**src/rtl/exec_flow_unit.sv**
```systemverilog
// Execute stage and next-PC logic of the single-cycle 8-bit core: operand-2 mux,
// ALU with zero flag, write-back mux, and the 32-bit PC register.
module exec_flow_unit (
    input  logic        CLK,
    input  logic        RESET,
    input  logic        BUSYWAIT,
    input  logic [7:0]  REGOUT1,
    input  logic [7:0]  REGOUT2,
    input  logic [7:0]  IMMEDIATE,
    input  logic [7:0]  OFFSET,
    input  logic [2:0]  ALUOP,
    input  logic        SIGN_SELECT,
    input  logic        IMM_SELECT,
    input  logic        JUMP,
    input  logic        BRANCH,
    input  logic        BNE,
    input  logic [7:0]  READDATA,
    input  logic        WB_SELECT,
    output logic [31:0] PC,
    output logic [7:0]  ALURESULT,
    output logic        ZERO,
    output logic [7:0]  WRITEDATA_REG
);

    typedef enum logic [2:0] {
        OP_FWD  = 3'b000,
        OP_ADD  = 3'b001,
        OP_AND  = 3'b010,
        OP_OR   = 3'b011,
        OP_MULT = 3'b100,
        OP_SHL  = 3'b101,
        OP_SRA  = 3'b110,
        OP_ROR  = 3'b111
    } alu_op_e;

    logic [7:0]  neg_op2;
    logic [7:0]  op2a;
    logic [7:0]  operand2;
    logic [3:0]  shamt;
    logic [7:0]  lsh_res;
    logic [7:0]  sra_res;
    logic [7:0]  ror_res;
    logic [7:0]  mul_res;
    logic [31:0] pc4;
    logic [31:0] target;
    logic [31:0] next_pc;
    logic        take;

    // Operand 2: register, its two's complement (SUB/BEQ/BNE), or the immediate
    assign neg_op2  = (~REGOUT2) + 8'd1;
    assign op2a     = SIGN_SELECT ? neg_op2 : REGOUT2;
    assign operand2 = IMM_SELECT ? IMMEDIATE : op2a;

    assign shamt = operand2[3:0];

    // Low byte of a product is identical for signed and unsigned operands
    assign mul_res = REGOUT1 * operand2;

    // Shift amounts of 8..15 naturally empty the byte (zero or sign fill)
    always_comb begin
        lsh_res = 8'h00;
        if (operand2[7])
            lsh_res = REGOUT1 >> shamt;
        else
            lsh_res = REGOUT1 << shamt;
    end

    assign sra_res = $signed(REGOUT1) >>> shamt;

    always_comb begin
        logic [2:0] idx;
        ror_res = 8'h00;
        idx     = 3'd0;
        for (int i = 0; i < 8; i++) begin
            idx        = 3'(i) + operand2[2:0];
            ror_res[i] = REGOUT1[idx];
        end
    end

    always_comb begin
        ALURESULT = 8'h00;
        case (alu_op_e'(ALUOP))
            OP_FWD:  ALURESULT = operand2;
            OP_ADD:  ALURESULT = REGOUT1 + operand2;
            OP_AND:  ALURESULT = REGOUT1 & operand2;
            OP_OR:   ALURESULT = REGOUT1 | operand2;
            OP_MULT: ALURESULT = mul_res;
            OP_SHL:  ALURESULT = lsh_res;
            OP_SRA:  ALURESULT = sra_res;
            OP_ROR:  ALURESULT = ror_res;
            default: ALURESULT = 8'h00;
        endcase
    end

    assign ZERO          = (ALURESULT == 8'h00);
    assign WRITEDATA_REG = WB_SELECT ? READDATA : ALURESULT;

    // OFFSET counts instructions, so it is scaled to bytes before the add
    assign pc4     = PC + 32'd4;
    assign target  = pc4 + {{22{OFFSET[7]}}, OFFSET, 2'b00};
    assign take    = JUMP | (BRANCH & (ZERO ^ BNE));
    assign next_pc = take ? target : pc4;

    always_ff @(posedge CLK or negedge RESET) begin
        if (!RESET)
            PC <= 32'h0;
        else if (!BUSYWAIT)
            PC <= next_pc;
    end

endmodule

```
**config.mk**
```make
export PLATFORM = sky130hd
export DESIGN_NAME = exec_flow_unit
export DESIGN_NICKNAME = d
export VERILOG_FILES = /design/src/rtl/exec_flow_unit.sv
export SDC_FILE = /design/constraint.sdc
export NUM_CORES = 1
export LEC_CHECK = 0
export ABC_AREA = 1
export BUFFER_PORTS_ARGS = -buffer_cell sky130_fd_sc_hd__buf_2
export CAP_MARGIN = 10
export CORE_MARGIN = 2
export CORE_UTILIZATION = 39
export CTS_CLUSTER_SIZE = 16
export DETAILED_ROUTE_END_ITERATION = 8
export GPL_ROUTABILITY_DRIVEN = 0
export PLACE_DENSITY_LB_ADDON = 0.3
export SYNTH_ARGS = -nofsm -noshare
export SYNTH_HDL_FRONTEND = slang
export SYNTH_SLANG_ARGS = --single-unit
```
**constraint.sdc**
```tcl
create_clock -name CLK -period 11.99 [get_ports CLK]
set_input_delay 2.9975 -clock CLK [delete_from_list [all_inputs] [get_ports CLK]]
set_output_delay 2.9975 -clock CLK [all_outputs]
set_load 0.02 [all_outputs]
```
* After elaboration in Yosys (flattened, before gate mapping) *
Cells that the tools add are included.

storage, ports and cells
  register bits = 32
  bits of input ports = 52
  output and inout bits = 49

cells by class
  $add $sub $neg = 11
  multiply operators = 1
  $lt $le $gt $ge = 8
  equality and inequality tests = 7
  shift operators = 3
  multiplexer cells = 22
  bitwise operators = 6
  reductions and logical operators = 2

operator list
  cell                                                                           number
  8-bit case mux with 8 select lines                                             1
  32-bit by 3-bit adder with 32-bit output (second input constant)               1
  32-bit adder                                                                   1
  3-bit by 4-bit less-than comparator with 1-bit output (second input constant)  8
  32-bit two-way mux                                                             1
  8-bit two-way mux                                                              4
  1-bit binary-select mux with 3-bit select                                      8
  3-bit adder (first input constant)                                             4
  3-bit == test (second input constant)                                          4
  8-bit by 1-bit adder with 8-bit output (second input constant)                 1
  8-bit adder                                                                    1
  8-bit AND                                                                      1
  8-bit logical NOT                                                              1
  8-bit by 8-bit multiplier with 8-bit output                                    1
  1-bit two-way mux                                                              8
  8-bit inverter                                                                 1
  8-bit OR                                                                       1
  8-bit by 4-bit << shifter with 8-bit output                                    1
  8-bit by 4-bit >> shifter with 8-bit output                                    1
  8-bit by 4-bit >>> shifter with 8-bit output                                   1
  2-bit by 3-bit adder with 3-bit output (first input constant)                  2
  3-bit by 2-bit == test with 1-bit output (second input constant)               2
  1-bit by 3-bit adder with 3-bit output (first input constant)                  1
  3-bit by 1-bit == test with 1-bit output (second input constant)               1
  other kinds (4)                                                                4

* Logic depth before layout (Yosys ltp) *
Gate-level depths: netlist of run 1.

  depth in word-level cells = 13
  depth in mapped cells = 41
  mapped depth without buffers = 39

* Worst setup path after synthesis of run 1 *
OpenSTA, ideal clock, no wires.

  path type = input to output
  from = input port REGOUT2[0]
  to = output port WRITEDATA_REG[7]
  arrival time = 7.683 ns
  path slack = 1.310 ns
  stages on the path = 29
  path buffers = 1
  cell sequence = inv_1 > ha_1 > inv_1 > nand3b_1 > nand3_1 > nand2_2 > inv_2 > buf_2 > nand2_1 > fa_1 > fa_1 > inv_1 > fa_1 > inv_1 > fa_1 > inv_1 > ha_1 > a21o_1 > xor2_1 > nand3_1 > nand2_1 > nand2_1 > nand2_1 > inv_1 > nand2_1 > nand3_1 > nand2_1 > nand2_1 > o21ai_0

on the way
  cells in the longest elaborated chain, start to end = 9

RTL lines
  element                                                                                              line  text
  from (decl)                                                                                          8     input logic [7:0] REGOUT2,
  8-bit inverter                                                                                       50    assign neg_op2 = (~REGOUT2) + 8'd1;
  8-bit by 1-bit adder with 8-bit output                                                               50
  8-bit two-way mux (*)                                                                                51    assign op2a = SIGN_SELECT ? neg_op2 : REGOUT2;
  8-bit two-way mux (*)                                                                                52    assign operand2 = IMM_SELECT ? IMMEDIATE : op2a;
  parallel branches: the longest is 3 deep, another holds 8-bit by 8-bit multiplier with 8-bit output  -
  8-bit case mux with 8 select lines (*)                                                               82    case (alu_op_e'(ALUOP))
  8-bit two-way mux (*)                                                                                96    assign WRITEDATA_REG = WB_SELECT ? READDATA : ALURESULT;
  to (decl)                                                                                            22    output logic [7:0] WRITEDATA_REG

Mark *: on every way between the ends. The select of a mux whose other input is x is not followed.

* Worst setup path after layout of run 1 *
  from = input port REGOUT2[2]
  to = output port WRITEDATA_REG[7]

The elaborated chain is that of the path after synthesis.

==> results of run 1 <==
layer usage:
layer | wire (um) | part of all wire | vias up
li1 | - | - | 3890
met1 | 9950 | 0.48 | 3353
met2 | 9000 | 0.43 | 306
met3 | 1770 | 0.085 | 15
met4 | 183 | 0.0088 | 0
met5 | 0 | 0 | -
Yosys cell counts (all sizes together):
cell type / instances / share of area
nand2: 408 / 0.23
nor4: 4 / 0.0037
xnor2: 13 / 0.017
or4: 2 / 0.0022
fa: 14 / 0.042
and2: 1 / 0.00093
inv: 171 / 0.096
nor2: 69 / 0.039
nor3: 15 / 0.011
dfrtp: 30 / 0.11
a31oi: 2 / 0.0019
nand4: 10 / 0.0093
and3: 1 / 0.00093
o21bai: 2 / 0.0022
nand3: 144 / 0.11
or2: 9 / 0.0088
nor3b: 2 / 0.0022
mux2i: 1 / 0.0015
o21ai: 53 / 0.040
a21oi: 48 / 0.036
a21o: 2 / 0.0022
o21a: 2 / 0.0022
o211ai: 2 / 0.0022
o221ai: 3 / 0.0039
nor4b: 1 / 0.0013
a221oi: 2 / 0.0026
a211oi: 1 / 0.0011
nand3b: 12 / 0.013
ha: 66 / 0.12
buf: 24 / 0.021
o22ai: 1 / 0.00093
xor2: 42 / 0.055
clkbuf: 8 / 0.0045
conb: 1 / 0.00056
a311oi: 1 / 0.0013
cells in the final DEF, fill, tap and decap left out, types with 2 or more instances in the layout:
master     synthesis  layout
o21ai_0           45      45
o211ai_1           2       2
nor4_1             4       4
nand2_2            3       3
a221oi_1           2       2
dfrtp_1           30      30
nor2_1            67      67
o221ai_1           3       3
nor2_2             2       2
fa_1              14      14
xor2_1            42      42
inv_1            168     168
a21o_1             2       2
nand4_1           10      10
a21oi_1           48      48
or2_2              7       7
conb_1             1       2
nor3_1            15      15
inv_2              3       3
buf_4              6       2
o21a_1             2       2
a31oi_1            2       2
nand3_1          143     143
nand3b_1          12      12
o21ai_1            8       8
clkbuf_16          0       5
o21bai_1           2       2
buf_2             13      98
xnor2_1           13      13
or4_1              2       2
ha_1              66      66
nand2_1          404     404
nor3b_1            2       2
stage by stage:
step / util / hold WS (ns) / power, mW / setup WS, ns
2_1_floorplan: - / 0.622 / 0.975 / 1.31
3_3_place_gp: 0.438 / 0.506 / 1.21 / 0.948
3_5_place_dp: 0.438 / 0.513 / 1.22 / 0.753
4_1_cts: 0.447 / 0.526 / 1.36 / 0.738
5_1_grt: 0.447 / 0.549 / 1.52 / 0.326
6_report: 0.447 / 0.521 / 1.37 / 0.661
worst min-delay path, delay by kind of cell (launching register included):
family	cells	cell delay [ns]
simple gates	2	0.12
flops	1	0.37
area by class of cell:
type                       count  share of cell area
clock buffer                   7              0.0191
inverter                     171              0.0859
multi-input combinational    935               0.689
clock inverter                 1            0.000670
timing repair buffer         100              0.0677
sequential                    30               0.101
tap                          220              0.0369
report_power, final:
group	switching (mW)	total (mW)	leakage [nW]	internal (mW)
registers	0.0738	0.225	0.362	0.151
logic	0.637	1.01	3.90	0.375
clock network	0.0502	0.133	0.0739	0.0824
logic make-up (layout without fill, tap and decap cells):
logic type / Yosys count / in the layout
compound gates: 119 / 119
other cells: 1 / 2
buf+inv: 203 / 279
flops: 30 / 30
mux: 1 / 1
fa+ha+maj: 80 / 80
simple gates: 678 / 678
xor+xnor: 55 / 55
worst paths after layout:
kind / startpoint / end / slack [ns] / cells after the start
setup reg to reg: PC[2]$_DFFE_PN0N_ / PC[30]$_DFFE_PN0N_ / 7.45 / 26
min in group asynchronous: RESET / PC[4]$_DFFE_PN0N_ / 2.76 / 1
hold reg to reg: PC[28]$_DFFE_PN0N_ / PC[28]$_DFFE_PN0N_ / 0.52 / 2
hold / removal: PC[28]$_DFFE_PN0N_ / PC[28]$_DFFE_PN0N_ / 0.52 / 2
setup / recovery: REGOUT2[2] / WRITEDATA_REG[7] / 0.66 / 31
max in group asynchronous: RESET / PC[18]$_DFFE_PN0N_ / 8.76 / 1
==> metrics, run 1 <==
Syn Area/Cell=between 5 and 6 um^2; RSZ-0062 raised after global routing=false; nets=about 1,400; footprint of the multi-input gates=a little over 5000 um^2; Synth cell types=46; outcome=complete, no violations; Register Area=approximately 750 um^2; Top Ports=between 100 and 150; Synth Instances=between 1,000 and 1,500; synth warn=0; synthesized cell area=approximately 6700 um^2; Post-DP Area=roughly 7300 um^2; htree depth=2; largest reg by FF count=PC; clock sink count=30; largest net degree at the start of global routing=32; FP Rows=between 40 and 50; slowest CP cell=fa_1; Synth Area in Adders=0.165; CTS Root Cell=clkbuf_16; Final Hold Viols=0; Buf/Inv on CP=8; post-layout minimum cycle time=11.33 ns; Starting Density=0.402; CP Data Arrival Time=8.33 ns; Max stage delay on crit path=around 0.57 ns; GRT Total Usage=0.224; vias in the first global route=~6,600; Die ar.=around 18,000 um^2; cell mode on critical path=nand2_1; Die X=approximately 140 um; Slew Limit Headroom=0.236; largest registers=PC (30); diode count=0; core footprint=approximately 17,000 um^2; Tcrit/Tclk final=0.945; IO Port Bufs=around 100; first-pass GRT wire length=approximately 33,000 um; Simple-Gate Fraction of Synth Area=0.432; Via Count=roughly 7,600; number of flip-flops in the largest register=30; Seq/Total Area, Yosys=0.112; DRT Pass-1 Iters=6; CTS clk-pin slew, worst paths=around 0.050 ns; Worst Setup End Kind=output pin; compound-gate portion of the synthesized area=0.0960; post-cts gate resize count=0; DRC=0; crit path max fanout=12; met1 Use GR=0.325; worst-skew pair later-pin latency=approximately 0.28 ns; met3 usage=0.0393; Vert. Die Dim=around 140 um; Max VDD drop=roughly 92 uV; max-slew violation count=0; critical path type=input port to output pin; initial antenna violation count=0; GR Overflow Total=0; layer with the highest usage=met2; layout cells sized above 1=0.100; MaxCap Viol Count=0; Min-Delay Path Class=flop to flop; Final Non-Filler Cells=about 1,500; Final HPWL DP=between 15,000 and 20,000 um; CTS Buffer Depth=2; cell leakage power=approximately 4.3 nW; Worst Tran Pin Value=about 1.1 ns; fill count=1,818; Setup crit start kind=input port; TritonCTS clock tree=yes; ANT nets after route=0; Placed Cells=1,456; Post-CTS Setup Inserts=0; Cell Pwr Density=between 150 and 200 nW/um^2; fmax=88.3 MHz; Via density=5.17; 1st-iter DRT viols=around 560; Design Area, Final=about 7500 um^2; xor/xnor share of the synthesized area=0.0718; TritonCTS buffer count=5; Crit path max-delay family=adder cells; wirelength, routed=between 20,000 and 25,000 um; largest family of logic cells by synthesized area=simple AND/OR/NAND/NOR gates; Global Route met2 Usage=0.356; drt wl/cell=between 10 and 15 um; setup TNS=0 ns; synthesis-stage register bit count=30; Hold Buf Count CTS=0; # setup viols final=0; WP data required=between 8 and 9 ns; post-synthesis mux area share=0.00149; Setup Skew=roughly 0.0042 ns; synthesis-to-finish area growth=11.3%
Note: power is estimated with default switching activity, not from simulation.
==> inputs of run 2 (changes only) <==
--- a/config.mk
+++ b/config.mk
@@ -8,11 +8,14 @@
 export ABC_AREA = 1
 export BUFFER_PORTS_ARGS = -buffer_cell sky130_fd_sc_hd__buf_2
 export CAP_MARGIN = 10
+export CELL_PAD_IN_SITES_DETAIL_PLACEMENT = 1
+export CELL_PAD_IN_SITES_GLOBAL_PLACEMENT = 2
 export CORE_MARGIN = 2
-export CORE_UTILIZATION = 39
+export CORE_UTILIZATION = 31
 export CTS_CLUSTER_SIZE = 16
 export DETAILED_ROUTE_END_ITERATION = 8
 export GPL_ROUTABILITY_DRIVEN = 0
+export GPL_TIMING_DRIVEN = 0
 export PLACE_DENSITY_LB_ADDON = 0.3
 export SYNTH_ARGS = -nofsm -noshare
 export SYNTH_HDL_FRONTEND = slang
==> run 2 against run 1 <==
Effect of this change: sequential cell count did not move; highest routed layer unchanged; total power rose by 2.8%; clock power barely moved; cell count rose by 5.8%; combinational power rose by 4%; routed wire length rose by 21%; core utilization fell by 8.3 points; first-iteration DRC count fell by 29%; fmax fell by 0.97%.
==> metrics, run 2 (synthesis gave the netlist of run 1 again) <==
outcome=complete, no violations; initial antenna violation count=0 (unchanged); post-layout minimum cycle time=11.44 ns (+0.111 ns); WP data required=8.99 ns (about the same); post-cts gate resize count=0 (unchanged); Max VDD drop=84.6 uV (-7.7%); crit path max fanout=10 (-2); Hold Startpoint=PC[27]$_DFFE_PN0N_; number of flip-flops in the largest register=30 (unchanged); Worst Tran Pin Value=0.887 ns (-0.258 ns); GR Overflow Total=0 (unchanged); DRT Pass-1 Iters=4 (-2); CTS clk-pin slew, worst paths=0.05 ns (about the same); commonest non-fill, non-tap cell in the layout=nand2_1; Tcrit/Tclk final=0.954 (+0.00922); TritonCTS clock tree=yes; Min-Delay Path Class=flop to flop; largest registers=PC (30); Final Hold Viols=0 (unchanged); Worst R2R Path Depth=26 (unchanged); largest net degree at the start of global routing=31 (-3.1%); Cell Pwr Density=183 nW/um^2 (-0.35%); Vert. Die Dim=151 um (+12%); layout cells sized above 1=0.114 (+0.0133); worst hold path cell count=2 (unchanged); CP Data Arrival Time=8.44 ns (+0.11 ns); core footprint=21,200 um^2 (+27%); diode count=0 (unchanged); Top Ports=101 (unchanged); Worst Setup End Kind=output pin; Setup Skew=0.00539 ns (+0.00115 ns); Max stage delay on crit path=0.53 ns (-0.04 ns); Final HPWL DP=20,900 um (+28%); cell mode on critical path=nand2_1; Via Count=7,801 (+3.1%); Post-CTS Setup Inserts=0 (unchanged); Final Non-Filler Cells=1,549 (+5.8%); worst-skew pair later-pin latency=0.28 ns (about the same); drt wl/cell=16.4 um (+15%); IO Port Bufs=98 (unchanged); max-slew violation count=0 (unchanged); vias in the first global route=7,761 (+17%); Slew Limit Headroom=0.402 (+0.167); nets=1,405 (+2.2%); Die X=151 um (+12%); fmax=87.4 MHz (-0.97%); reg2reg start=PC[2]$_DFFE_PN0N_; cell leakage power=4.43 nW (+2.2%); CTS Buffer Depth=2 (unchanged); clock sink count=30 (unchanged); Hold Buf Count CTS=0 (unchanged); FP Rows=53 (+13%); Die ar.=22,800 um^2 (+25%); slowest CP cell=fa_1; Setup crit start kind=input port; GRT Total Usage=0.226 (+0.00243); most frequent cells in the layout=nand2_1 (404), inv_1 (168), nand3_1 (143); htree depth=2 (unchanged); wirelength, routed=25,300 um (+21%); largest reg by FF count=PC; fill count=2,988 (+64%); ANT nets after route=0 (unchanged); # setup viols final=0 (unchanged); setup TNS=0 ns (unchanged); Starting Density=0.317 (-0.0846); synthesis-to-finish area growth=14.8%; MaxCap Viol Count=0 (unchanged); Reg2Reg Capture Point=PC[30]$_DFFE_PN0N_; 1st-iter DRT viols=395 (-29%); Via density=5.04 (-2.5%); Placed Cells=1,541 (+5.8%); first-pass GRT wire length=40,800 um (+23%); critical path type=input port to output pin; DRC=0 (unchanged); Hold EP=PC[27]$_DFFE_PN0N_; Worst R2R Setup Slack=7.34 ns (-0.11 ns); TritonCTS buffer count=5 (unchanged); RSZ-0062 raised after global routing=false; CTS Root Cell=clkbuf_16
[run 2: changes by cell type in the layout (fill, tap and decap cells not counted)]
cell | before | now
buf_6 | 0 | 2
buf_2 | 98 | 110
clkinvlp_4 | 0 | 1
clkbuf_4 | 0 | 1
clkbuf_1 | 1 | 8
buf_1 | 0 | 3
buf_4 | 2 | 6
[run 2: worst max-delay path by stage]
stage                     from                to  slack [ns]
CTS                 REGOUT2[0]  WRITEDATA_REG[7]        0.49
detailed placement  REGOUT2[0]  WRITEDATA_REG[7]        0.49
floorplan           REGOUT2[0]  WRITEDATA_REG[7]        1.31
finish              REGOUT2[0]  WRITEDATA_REG[7]        0.55
global placement    REGOUT2[0]  WRITEDATA_REG[7]        0.54
global route        REGOUT2[0]  WRITEDATA_REG[7]        0.02
[run 2: per-layer routing]
layer | vias to the layer above | wire (um) | global-route usage
met2 | 133 | 11000 | 0.361
met1 | 3709 | 13300 | 0.341
met3 | 7 | 975 | 0.0253
li1 | 3952 | - | -
met4 | 0 | 59 | 0.0150
met5 | - | 0 | 0
[run 2: area by class of cell]
cell class | count | area [um^2] | share of cell area
buffer | 32 | 176 | 0.0229
clock buffer | 6 | 139 | 0.0180
clock inverter | 2 | 12.5 | 0.00162
inverter | 171 | 642 | 0.0833
multi-input combinational | 935 | 5150 | 0.668
sequential | 30 | 751 | 0.0975
tap | 275 | 344 | 0.0447
timing repair buffer | 98 | 490 | 0.0637
[run 2: through the flow]
stage	setup slack (ns)	total power, mW	utilization	hold slack (ns)	instance area, um^2
global route	0.0221	1.58	0.364	0.582	7700
CTS	0.486	1.42	0.364	0.535	7700
finish	0.550	1.41	0.364	0.532	7700
floorplan	1.31	0.975	-	0.622	6720
global placement	0.538	1.26	0.357	0.513	7550
detailed placement	0.489	1.28	0.357	0.517	7550
[run 2: where the power goes]
| part | total [mW] | internal [mW] | switching [mW] |
|---|---|---|---|
| clock network | 0.131 | 0.0821 | 0.0487 |
| logic | 1.05 | 0.380 | 0.669 |
| registers | 0.227 | 0.151 | 0.0765 |
| total | 1.41 | 0.612 | 0.795 |
[run 2: worst max-delay path: cells and delay by family]
family	cells	cell delay, ns
AO/OA/AOI/OAI	2	0.35
AND/OR/NAND/NOR	13	1.32
XOR/XNOR	1	0.18
adder cells (fa/ha/maj)	7	2.37
buffers and inverters	11	1.19
